### config.mk
export PLATFORM = sky130hd
export DESIGN_NAME = mux2a1_arbiter
export DESIGN_NICKNAME = d
export VERILOG_FILES = /design/src/rtl/mux2a1_arbiter_pkg.sv /design/src/rtl/mux2a1.sv /design/src/rtl/mux2a1_arbiter.sv
export SDC_FILE = /design/constraint.sdc
export NUM_CORES = 1
export LEC_CHECK = 0
export CAP_MARGIN = 10
export CORE_UTILIZATION = 36
export CTS_CLUSTER_DIAMETER = 50
export DETAILED_ROUTE_END_ITERATION = 16
export PLACE_DENSITY = 0.75
export SYNTH_ARGS = -nofsm -noshare
export SYNTH_HDL_FRONTEND = slang
export SYNTH_SLANG_ARGS = --single-unit
### constraint.sdc
create_clock -name clk -period 2.2 [get_ports clk]
set_input_delay 0.22 -clock clk [delete_from_list [all_inputs] [get_ports clk]]
set_output_delay 0.22 -clock clk [all_outputs]
set_load 0.03 [all_outputs]
### src/rtl/mux2a1_arbiter_pkg.sv
// Shared definitions for the mux2a1 round-robin arbiter: state encodings and stats counter width.
package mux2a1_arbiter_pkg;

    typedef enum logic [1:0] {
        ST_IDLE = 2'd0,
        ST_GNT0 = 2'd1,
        ST_GNT1 = 2'd2
    } state_t;

    localparam int unsigned STATS_W = 16;

endpackage

### src/rtl/mux2a1.sv
// One-bit 2:1 mux slice of the shared datapath.
module mux2a1 (
    input  logic d0,
    input  logic d1,
    input  logic s,
    output logic y
);

    assign y = s ? d1 : d0;

endmodule

### src/rtl/mux2a1_arbiter.sv
// Round-robin arbiter and burst sequencer for the shared 2:1 mux channel.
// Optional grant statistics outputs (gcnt0/gcnt1) are enabled by defining MUX_ARB_STATS_EN.
module mux2a1_arbiter
    import mux2a1_arbiter_pkg::*;
#(
    parameter int unsigned WIDTH     = 8,
    parameter int unsigned MAX_BURST = 4
) (
    input  logic             clk,
    input  logic             rst,
    input  logic             req0,
    input  logic             req1,
    input  logic [WIDTH-1:0] d0,
    input  logic [WIDTH-1:0] d1,
    input  logic             last0,
    input  logic             last1,
    input  logic             out_ready,
    output logic             gnt0,
    output logic             gnt1,
    output logic             sel,
    output logic             out_valid,
    output logic [WIDTH-1:0] out_data,
    output logic             busy
`ifdef MUX_ARB_STATS_EN
    ,
    output logic [STATS_W-1:0] gcnt0,
    output logic [STATS_W-1:0] gcnt1
`endif
);

    // Counter needs at least one bit even when bursts are unlimited.
    localparam int unsigned CW = (MAX_BURST > 0) ? $clog2(MAX_BURST + 1) : 1;

    state_t        state;
    state_t        nxt_state;
    logic          ptr;        // 0 favours req0, 1 favours req1
    logic [CW-1:0] cnt;

    logic owner_is1;
    logic in_gnt;
    logic owner_req;
    logic owner_last;
    logic other_req;
    logic xfer;
    logic burst_end;
    logic release_g;

    assign owner_is1  = (state == ST_GNT1);
    assign in_gnt     = (state == ST_GNT0) || (state == ST_GNT1);
    assign owner_req  = owner_is1 ? req1 : req0;
    assign owner_last = owner_is1 ? last1 : last0;
    assign other_req  = owner_is1 ? req0 : req1;

    assign out_valid  = ((state == ST_GNT0) && req0) || ((state == ST_GNT1) && req1);
    assign xfer       = out_valid && out_ready;
    assign burst_end  = (MAX_BURST != 0) && (cnt == CW'(MAX_BURST - 1));
    assign release_g  = in_gnt && (!owner_req || (xfer && (owner_last || burst_end)));

    // Next-state selection: pointer-based pick from IDLE, hand-over or re-grant on release.
    always_comb begin
        nxt_state = state;
        case (state)
            ST_IDLE: begin
                if (req0 && (!ptr || !req1)) begin
                    nxt_state = ST_GNT0;
                end else if (req1) begin
                    nxt_state = ST_GNT1;
                end
            end
            ST_GNT0, ST_GNT1: begin
                if (release_g) begin
                    if (other_req) begin
                        nxt_state = owner_is1 ? ST_GNT0 : ST_GNT1;
                    end else if (owner_req) begin
                        nxt_state = state;
                    end else begin
                        nxt_state = ST_IDLE;
                    end
                end
            end
            default: nxt_state = ST_IDLE;
        endcase
    end

    // State, pointer, beat counter and registered grant/select outputs.
    always_ff @(posedge clk) begin
        if (rst) begin
            state <= ST_IDLE;
            ptr   <= 1'b0;
            cnt   <= '0;
            gnt0  <= 1'b0;
            gnt1  <= 1'b0;
            sel   <= 1'b0;
            busy  <= 1'b0;
        end else begin
            state <= nxt_state;
            gnt0  <= (nxt_state == ST_GNT0);
            gnt1  <= (nxt_state == ST_GNT1);
            sel   <= (nxt_state == ST_GNT1);
            busy  <= (nxt_state != ST_IDLE);
            if (release_g) begin
                ptr <= !owner_is1;
                cnt <= '0;
            end else if (xfer) begin
                cnt <= cnt + CW'(1);
            end
        end
    end

    // Datapath: one mux2a1 slice per data bit, all steered by the registered select.
    for (genvar i = 0; i < WIDTH; i++) begin : g_mux
        mux2a1 u_mux (
            .d0 (d0[i]),
            .d1 (d1[i]),
            .s  (sel),
            .y  (out_data[i])
        );
    end

`ifdef MUX_ARB_STATS_EN
    logic new_grant;

    // A grant is issued on entry from IDLE or on any release that lands in a GNT state.
    assign new_grant = (nxt_state != ST_IDLE) && ((state == ST_IDLE) || release_g);

    // Saturating per-requester grant counters.
    always_ff @(posedge clk) begin
        if (rst) begin
            gcnt0 <= '0;
            gcnt1 <= '0;
        end else begin
            if (new_grant && (nxt_state == ST_GNT0) && (gcnt0 != {STATS_W{1'b1}})) begin
                gcnt0 <= gcnt0 + STATS_W'(1);
            end
            if (new_grant && (nxt_state == ST_GNT1) && (gcnt1 != {STATS_W{1'b1}})) begin
                gcnt1 <= gcnt1 + STATS_W'(1);
            end
        end
    end
`endif

endmodule

==> results of run 1 <==
==> routing by layer <==
metal	vias up	share of wire [%]	track usage [%]
li1	343	-	-
met1	317	45	20.45
met2	13	52	28.27
met3	2	2.5	2.222
met4	0	0.95	6.667
met5	-	0	0
==> stage by stage <==
step	worst slack, ps	cells	area [um^2]	utilization, %	power (uW)
detailed placement	67.06	135	1095	55.24	575.0
CTS	43.64	139	1121	56.57	713.3
floorplan	149.3	81	767.0	-	454.1
global route	5.115	139	1124	56.69	751.2
finish	82.08	139	1124	56.69	707.9
global placement	185.6	135	1095	55.24	566.3
==> Yosys cell counts, types with 2 or more instances <==
master and count:
buf_4 9, mux2_4 2, a21oi_1 2, ha_1 7
nand2b_1 3, nor2_1 6, nand2_1 3, nor3_1 3
dfxtp_1 9, and2_1 4, o21ai_0 2, o2bb2ai_1 3
mux2_2 8, inv_1 4
==> layout make-up <==
cell class	count	area, um^2
multi-input cells	58	503.0
repair buffers	37	365.4
clock buffers	4	26.28
flip-flops and latches	9	180.2
well taps	27	33.78
fillers	177	858.3
inverters	4	15.01
==> tightest hold or removal path: stages (launching register included) <==
cell      delay, ps
dfxtp_1         320
nor2_1          100
a211oi_1         50
==> cells by family after synthesis <==
logic type               synth area share (%)
flip-flops                              23.49
AO/OA/AOI/OAI                           20.23
AND/OR/NAND/NOR                         15.50
multiplexers                            16.97
adder cells (fa/ha/maj)                 11.42
buffers and inverters                   11.25
XOR/XNOR                                1.142
==> layout by cell type, fill, tap and decap left out, drive strengths merged <==
cell | synthesis | layout
mux2i | 1 | 1
dfxtp | 9 | 9
a21oi | 2 | 2
nor3 | 4 | 4
a31oi | 1 | 1
mux2 | 10 | 10
o211ai | 1 | 1
a22o | 1 | 1
nor2 | 6 | 6
or4 | 1 | 1
o21ai | 2 | 2
a211oi | 1 | 1
a221o | 1 | 1
nand2 | 3 | 3
inv | 4 | 4
nand2b | 3 | 3
a21boi | 2 | 2
o31ai | 1 | 1
o2bb2ai | 3 | 3
o311a | 1 | 1
clkdlybuf4s50 | 0 | 35
ha | 7 | 7
xor2 | 1 | 1
and2 | 5 | 5
a221oi | 1 | 1
buf | 9 | 2
clkbuf | 1 | 4
==> worst paths after layout <==
check	from	slack (ps)	to
max	state[1]$_SDFF_PP0_	80	gnt0$_SDFF_PP0_
min	ptr$_SDFFE_PP0N_	510	ptr$_SDFFE_PP0N_
max reg2reg	state[1]$_SDFF_PP0_	80	gnt0$_SDFF_PP0_
min reg2reg	ptr$_SDFFE_PP0N_	510	ptr$_SDFFE_PP0N_
==> registers in the layout, summed over array words and instances, names as in the netlist <==
register and cells:
busy 1, state 2, sel 1, cnt 3, ptr 1, gnt0 1
==> power by group <==
part | internal, uW | switching, uW
logic | 185 | 183
clock network | 70.1 | 66.0
registers | 186 | 17.2
==> what timing repair did <==
action                     in CTS  in global routing
setup buffers                   0                  0
resized for setup               0                  1
setup endpoints to repair       0                  1
==> run summary, run 1 <==
Initial Util = 38.70%
Final nets = 143
Top Ports = 36
P&R area growth vs syn = 46.49%
Worst r2r path cells = 6
N_diodes = 0
Worst-case clock buffer depth = 2
Synth Register Bits = 9
Critical path depth = 6
Row cnt = 16
Hold_buf cts = 0
Number of distinct library cells after synthesis = 30
Kind of critical path = reg -> reg
Crit-path slowest cell = dfxtp_1
DRT Pass-1 Iters = 4
Overall routed net length = 1793 um
Post-synth EDFFs = 0
Yosys warns = 0
Core Footprint = 1982 um^2
CP dominant cell by count = mux2_4
Crit path required time = 2350 ps
CP delay by family, top = multiplexers
H-tree depth = 1
Via count of the routed design = 675
RePlAce Congestion = 0.8216
Max-Cap Viols = 0
DR WL/cell = 12.90 um
Vias per cell = 4.856
Post-Synthesis Cells = 81
Share of layout cells above drive strength 1 = 19.64%
Clock sink count = 9
Fin crit share = 96.27%
DRC Markers = 0
RSZ-0062 raised after global routing = no
Sequential-to-total area share from yosys stat = 23.49%
Initial antenna violation count = 0
Power Dens Cells = 630.0 nW/um^2
Element type at the critical path end = flip-flop
Cts bufs inserted = 3
Critical path's largest stage delay = 420 ps
Crit Path Max Fanout = 5
Syn_area_per_cell = 9.469 um^2
CTS clock-pin slew for the worst setup and hold paths = 70 ps
Initial DRC count = 21
Antenna Nets Post-Route = 0
Outcome = finished, final reports clean
Buffers & Inverters on Critical Path = 0
Slew Limit Fails = 0
Min Hold Slack = 512.5 ps
Synth Flop Type = dfxtp_1
Die W = 48.16 um
Hold depth = 2
CTS tree = done
Type of the tightest min-delay check = reg -> reg
Top post-synthesis cells by area = dfxtp_1 (23%), mux2_2 (12%), ha_1 (11%)
Slew HR = 72.57%
Syn_nets = 111
Static leakage = 0.0004361 uW
Die Area = 2319 um^2
Maximum vdd drop = 0.0004028 V
Fmax = 0.4722 GHz
Largest net degree at the start of global routing = 11
Global-route wire length before repair = 2670 um
Root buf cell = clkbuf_4
Total GRT Usage = 16.41%
CP arrival = 2270 ps
HPWL Detailed = 1494 um
Final hold vios = 0
Worst-Skew Late Latency = 270 ps
Min cycle time layout = 2118 ps
Area share of the largest cell type after synthesis = 23.49%
Cell chain of the critical path = ha_2 > mux2_4 > o211ai_4 > and2_4 > mux2_4 > o311a_1
Final setup viols = 0
IO buf count = 35
Clk_skew = 10.17 ps
Mapped cell area = 767.0 um^2
Async S/R FF share, synth = 0%
Final TNS setup = 0 ps
Grt total ovfl = 0
Worst Tran Pin Value = 410.9 ps
Die H = 48.16 um
Startpoint Class = flip-flop
Leading area contributor after synthesis = dfxtp_1
Number of global-route vias before repair = 621
(Power assumes the default switching activity.)
==> inputs of run 2 (changes only) <==
RECOVER_POWER = 25   (was unset)
SLEW_MARGIN = 20   (was unset)
==> run 2 against run 1 <==
Effect of this change: wire length stayed put; die area stayed put; non-clock buffer count stayed put; setup slack stayed put; critical path depth stayed put; first-iteration DRC count stayed put; clock skew stayed put; critical path type unchanged; final area stayed put.
==> run summary, run 2 (synthesis gave the netlist of run 1 again) <==
Pre-CTS setup slack = 67.06 ps
Initial Util = 38.70%
Row cnt = 16
Post-cts resize count = 0
Top Ports = 36
Cts bufs inserted = 3
Antenna Nets Post-Route = 0
CTS tree = done
Hold depth = 2
Number of global-route vias before repair = 621
Clock sink count = 9
Largest net degree at the start of global routing = 11
Worst-case clock buffer depth = 2
Final setup viols = 0
DR WL/cell = 12.90 um
Final TNS setup = 0 ps
Global-route wire length before repair = 2670 um
Power Dens Cells = 626.5 nW/um^2
Min cycle time layout = 2118 ps
RePlAce Congestion = 0.8216
Crit. Startpoint = state[1]$_SDFF_PP0_
Total GRT Usage = 16.41%
Most frequent cells in the layout = clkdlybuf4s50_1 (33), dfxtp_1 (9), mux2_2 (8)
Maximum vdd drop = 0.0004026 V
Die Area = 2319 um^2
CP arrival = 2270 ps
P&R area growth vs syn = 46.49%
Power Total = 703.9 uW
N_diodes = 0
Initial antenna violation count = 0
Element type at the critical path end = flip-flop
Final hold vios = 0
Register with the highest flop count = cnt
Grt total ovfl = 0
Kind of critical path = reg -> reg
HPWL Detailed = 1494 um
Slew Limit Fails = 0
Overall routed net length = 1793 um
Largest register FFs = 3
Fin worst setup slack = 82.08 ps
Die H = 48.16 um
R2r startpoint = state[1]$_SDFF_PP0_
Static leakage = 0.0004401 uW
FF-to-FF End = gnt0$_SDFF_PP0_
Top flop regs = cnt: 3 flops, state: 2 flops
Final nets = 143
Startpoint Class = flip-flop
Vias per cell = 4.856
Core Footprint = 1982 um^2
Max-Cap Viols = 0
Crit path required time = 2350 ps
H-tree depth = 1
Crit Path Max Fanout = 5
Via count of the routed design = 675
Fin crit share = 96.27%
Worst-Skew Late Latency = 270 ps
Worst r2r path cells = 6
Hold_buf cts = 0
Outcome = finished, final reports clean
Slew HR = 72.57%
Fmax = 0.4722 GHz
Commonest non-fill, non-tap cell in the layout = clkdlybuf4s50_1
Type of the tightest min-delay check = reg -> reg
Setup crit end = gnt0$_SDFF_PP0_
Initial DRC count = 21
CTS clock-pin slew for the worst setup and hold paths = 70 ps
RSZ-0062 raised after global routing = no
IO buf count = 35
Share of layout cells above drive strength 1 = 19.64%
DRT Pass-1 Iters = 4
Clk_skew = 10.17 ps
Post-CTS Setup Bufs = 0
Die W = 48.16 um
DRC Markers = 0
R2R Setup Slk = 80 ps
Worst Tran Pin Value = 410.9 ps
Root buf cell = clkbuf_4
==> run 2: changes by cell type in the layout (fill, tap and decap cells not counted) <==
| cell | change |
|---|---|
| dlygate4sd3_1 | +2 |
| clkdlybuf4s50_1 | -2 |
==> run 2: area by class of cell <==
cell class | count | area [um^2]
Multi-Input combinational cell | 58 | 503.0
Sequential cell | 9 | 180.2
Fill cell | 177 | 858.3
Clock buffer | 4 | 26.28
Tap cell | 27 | 33.78
Timing Repair Buffer | 37 | 365.4
Inverter | 4 | 15.01
==> run 2: per-stage QoR <==
stage	cell area (um^2)	hold WS [ps]	util, %	std cells
finish	1124	512.5	56.69	139
detailed placement	1095	507.8	55.24	135
floorplan	767.0	292.8	-	81
CTS	1121	518.1	56.57	139
global placement	1095	501.1	55.24	135
global route	1124	550.5	56.69	139
==> run 2: worst min path at each step <==
stage,from,to
2_1_floorplan,rst,ptr$_SDFFE_PP0N_
3_3_place_gp,cnt[2]$_SDFFE_PP0P_,cnt[2]$_SDFFE_PP0P_
3_5_place_dp,ptr$_SDFFE_PP0N_,ptr$_SDFFE_PP0N_
4_1_cts,ptr$_SDFFE_PP0N_,ptr$_SDFFE_PP0N_
5_1_grt,ptr$_SDFFE_PP0N_,ptr$_SDFFE_PP0N_
6_report,ptr$_SDFFE_PP0N_,ptr$_SDFFE_PP0N_
==> run 2: report_power, final <==
part	leakage [uW]	internal, uW	total [uW]	switching (uW)
clock	0.0000150	70.1	136	66.0
combinational	0.000351	182	365	183
sequential	0.0000736	186	203	16.7
==> run 2: per-layer routing <==
layer / global-route usage (%) / routed length (um) / part of all wire, %
met5: 0 / 0 / 0
met4: 6.667 / 17 / 0.95
met3: 2.222 / 44 / 2.5
met2: 28.27 / 929 / 52
met1: 20.45 / 801 / 45
==> run 2: critical path: stages (launching register included) <==
cell and delay, ps:
dfxtp_1 420, ha_2 280, mux2_4 330, o211ai_4 180
and2_4 180, mux2_4 320, o311a_1 290
==> inputs of run 3 (changes only) <==
ABC_CLOCK_PERIOD_IN_PS = 2200   (was unset)
CORE_ASPECT_RATIO = 1.25   (was unset)
==> run 3 against run 2 <==
Effect of this change: total power down 0.68%; combinational power about the same; hold slack gained 9.4 ps; utilization down 0.95 points; sequential power about the same; final area shrank 1.7%; global-route usage shrank 0.52 points; die area about the same; critical path type is now reg -> out; largest power group unchanged; highest routed layer unchanged.
==> run summary, run 3 (synthesis gave the netlist of run 1 again) <==
Cts bufs inserted = 3
Hold_buf cts = 0
Fillers = 203
DRC Markers = 0
Pre-CTS setup slack = 126.7 ps
Row cnt = 18
Startpoint Class = flip-flop
Static leakage = 0.0004369 uW
R2r startpoint = state[1]$_SDFF_PP0_
Initial antenna violation count = 0
Type of the tightest min-delay check = reg -> reg
Post-cts resize count = 0
Worst Tran Pin Value = 391.8 ps
Initial DRC count = 7
DRT Pass-1 Iters = 4
Global-route wire length before repair = 2766 um
RePlAce Congestion = 0.8431
Initial Util = 38.70%
Inst Count DP = 127
Top flop regs = cnt: 3 flops, state: 2 flops
Die H = 53.61 um
DR WL/cell = 13.75 um
Fin worst setup slack = 140.1 ps
Grt total ovfl = 0
Number of global-route vias before repair = 632
IO buf count = 35
Reg area = 180.2 um^2
HP Start = ptr$_SDFFE_PP0N_
Largest net degree at the start of global routing = 11
Post-CTS Setup Bufs = 0
Clk_skew = 2.882 ps
Slew HR = 73.84%
CTS clock-pin slew for the worst setup and hold paths = 60 ps
Fmax = 0.4855 GHz
P&R area growth vs syn = 44.05%
CP arrival = 1840 ps
Final setup viols = 0
R2R Setup Slk = 150 ps
Most frequent cells in the layout = clkdlybuf4s50_1 (33), dfxtp_1 (9), mux2_2 (8)
Total GRT Usage = 15.90%
Largest register FFs = 3
Via count of the routed design = 687
N_diodes = 0
Share of layout cells above drive strength 1 = 18.02%
Hold endpoint = ptr$_SDFFE_PP0N_
Top Ports = 36
Kind of critical path = reg -> out
Core Footprint = 1982 um^2
Vias per cell = 5.244
Min cycle time layout = 2060 ps
Crit Path Max Fanout = 7
Outcome = finished, final reports clean
HPWL Detailed = 1489 um
Root buf cell = clkbuf_4
Max-Cap Viols = 0
FF-to-FF End = gnt0$_SDFF_PP0_
Clock sink count = 9
Slew Limit Fails = 0
Multi-input gate area = 500.5 um^2
Die W = 43.29 um
Power Dens Cells = 632.8 nW/um^2
Fin crit share = 93.63%
Die Area = 2320 um^2
Hold depth = 2
Final non-filler cell total = 131
Crit. Startpoint = state[1]$_SDFF_PP0_
H-tree depth = 1
Overall routed net length = 1801 um
Crit path required time = 1980 ps
Antenna Nets Post-Route = 0
Register with the highest flop count = cnt
Worst r2r path cells = 6
Maximum vdd drop = 0.0003242 V
CTS tree = done
RSZ-0062 raised after global routing = no
Worst-Skew Late Latency = 260 ps
Commonest non-fill, non-tap cell in the layout = clkdlybuf4s50_1
Final TNS setup = 0 ps
Element type at the critical path end = primary output
Worst-case clock buffer depth = 2
Final nets = 142
Final hold vios = 0
[run 3: cell types whose count changed in the layout (fill, tap and decap cells not counted)]
cell   previous run  this run
ha_1              6         7
buf_4             2         1
ha_2              1         0
[run 3: power breakdown]
part           internal (uW)  switching, uW  leakage (uW)
Sequential               186           15.7     0.0000736
Clock                   70.0           60.6     0.0000150
Combinational            180            187      0.000348
[run 3: worst max path at each step]
stage | to | slack [ps] | cells past startpoint
floorplan | gnt0$_SDFF_PP0_ | 150 | 7
global placement | gnt0$_SDFF_PP0_ | 160 | 6
detailed placement | gnt0$_SDFF_PP0_ | 130 | 6
CTS | out_valid | 130 | 3
global route | out_valid | 50 | 3
finish | out_valid | 140 | 3
[run 3: worst max-delay path, cell delays in order, from the launching register on]
cell and delay [ps]:
dfxtp_1 400, ha_1 320, a22o_4 180, clkdlybuf4s50_1 670
[run 3: routing by layer]
layer / GRT usage, % / vias up / share of wire, %
met3: 3.691 / 6 / 7.7
met4: 6.061 / 0 / 2.3
met5: 0 / - / 0
met1: 17.35 / 304 / 37
met2: 29.60 / 33 / 53
li1: - / 344 / -
[run 3: area by class of cell]
cell class,instances,area share [%]
timing repair buffer,36,32.39
sequential,9,16.31
clock buffer,4,2.378
inverter,4,1.359
tap,20,2.265
multi-input combinational,58,45.30
[run 3: metrics by stage]
| stage | util, % | hold slack (ps) | power, uW | area [um^2] |
|---|---|---|---|---|
| floorplan | - | 292.8 | 454.1 | 767.0 |
| global placement | 54.42 | 502.4 | 564.8 | 1079 |
| detailed placement | 54.42 | 516.7 | 576.8 | 1079 |
| CTS | 55.74 | 526.7 | 708.9 | 1105 |
| global route | 55.74 | 552.5 | 742.1 | 1105 |
| finish | 55.74 | 522.0 | 699.1 | 1105 |
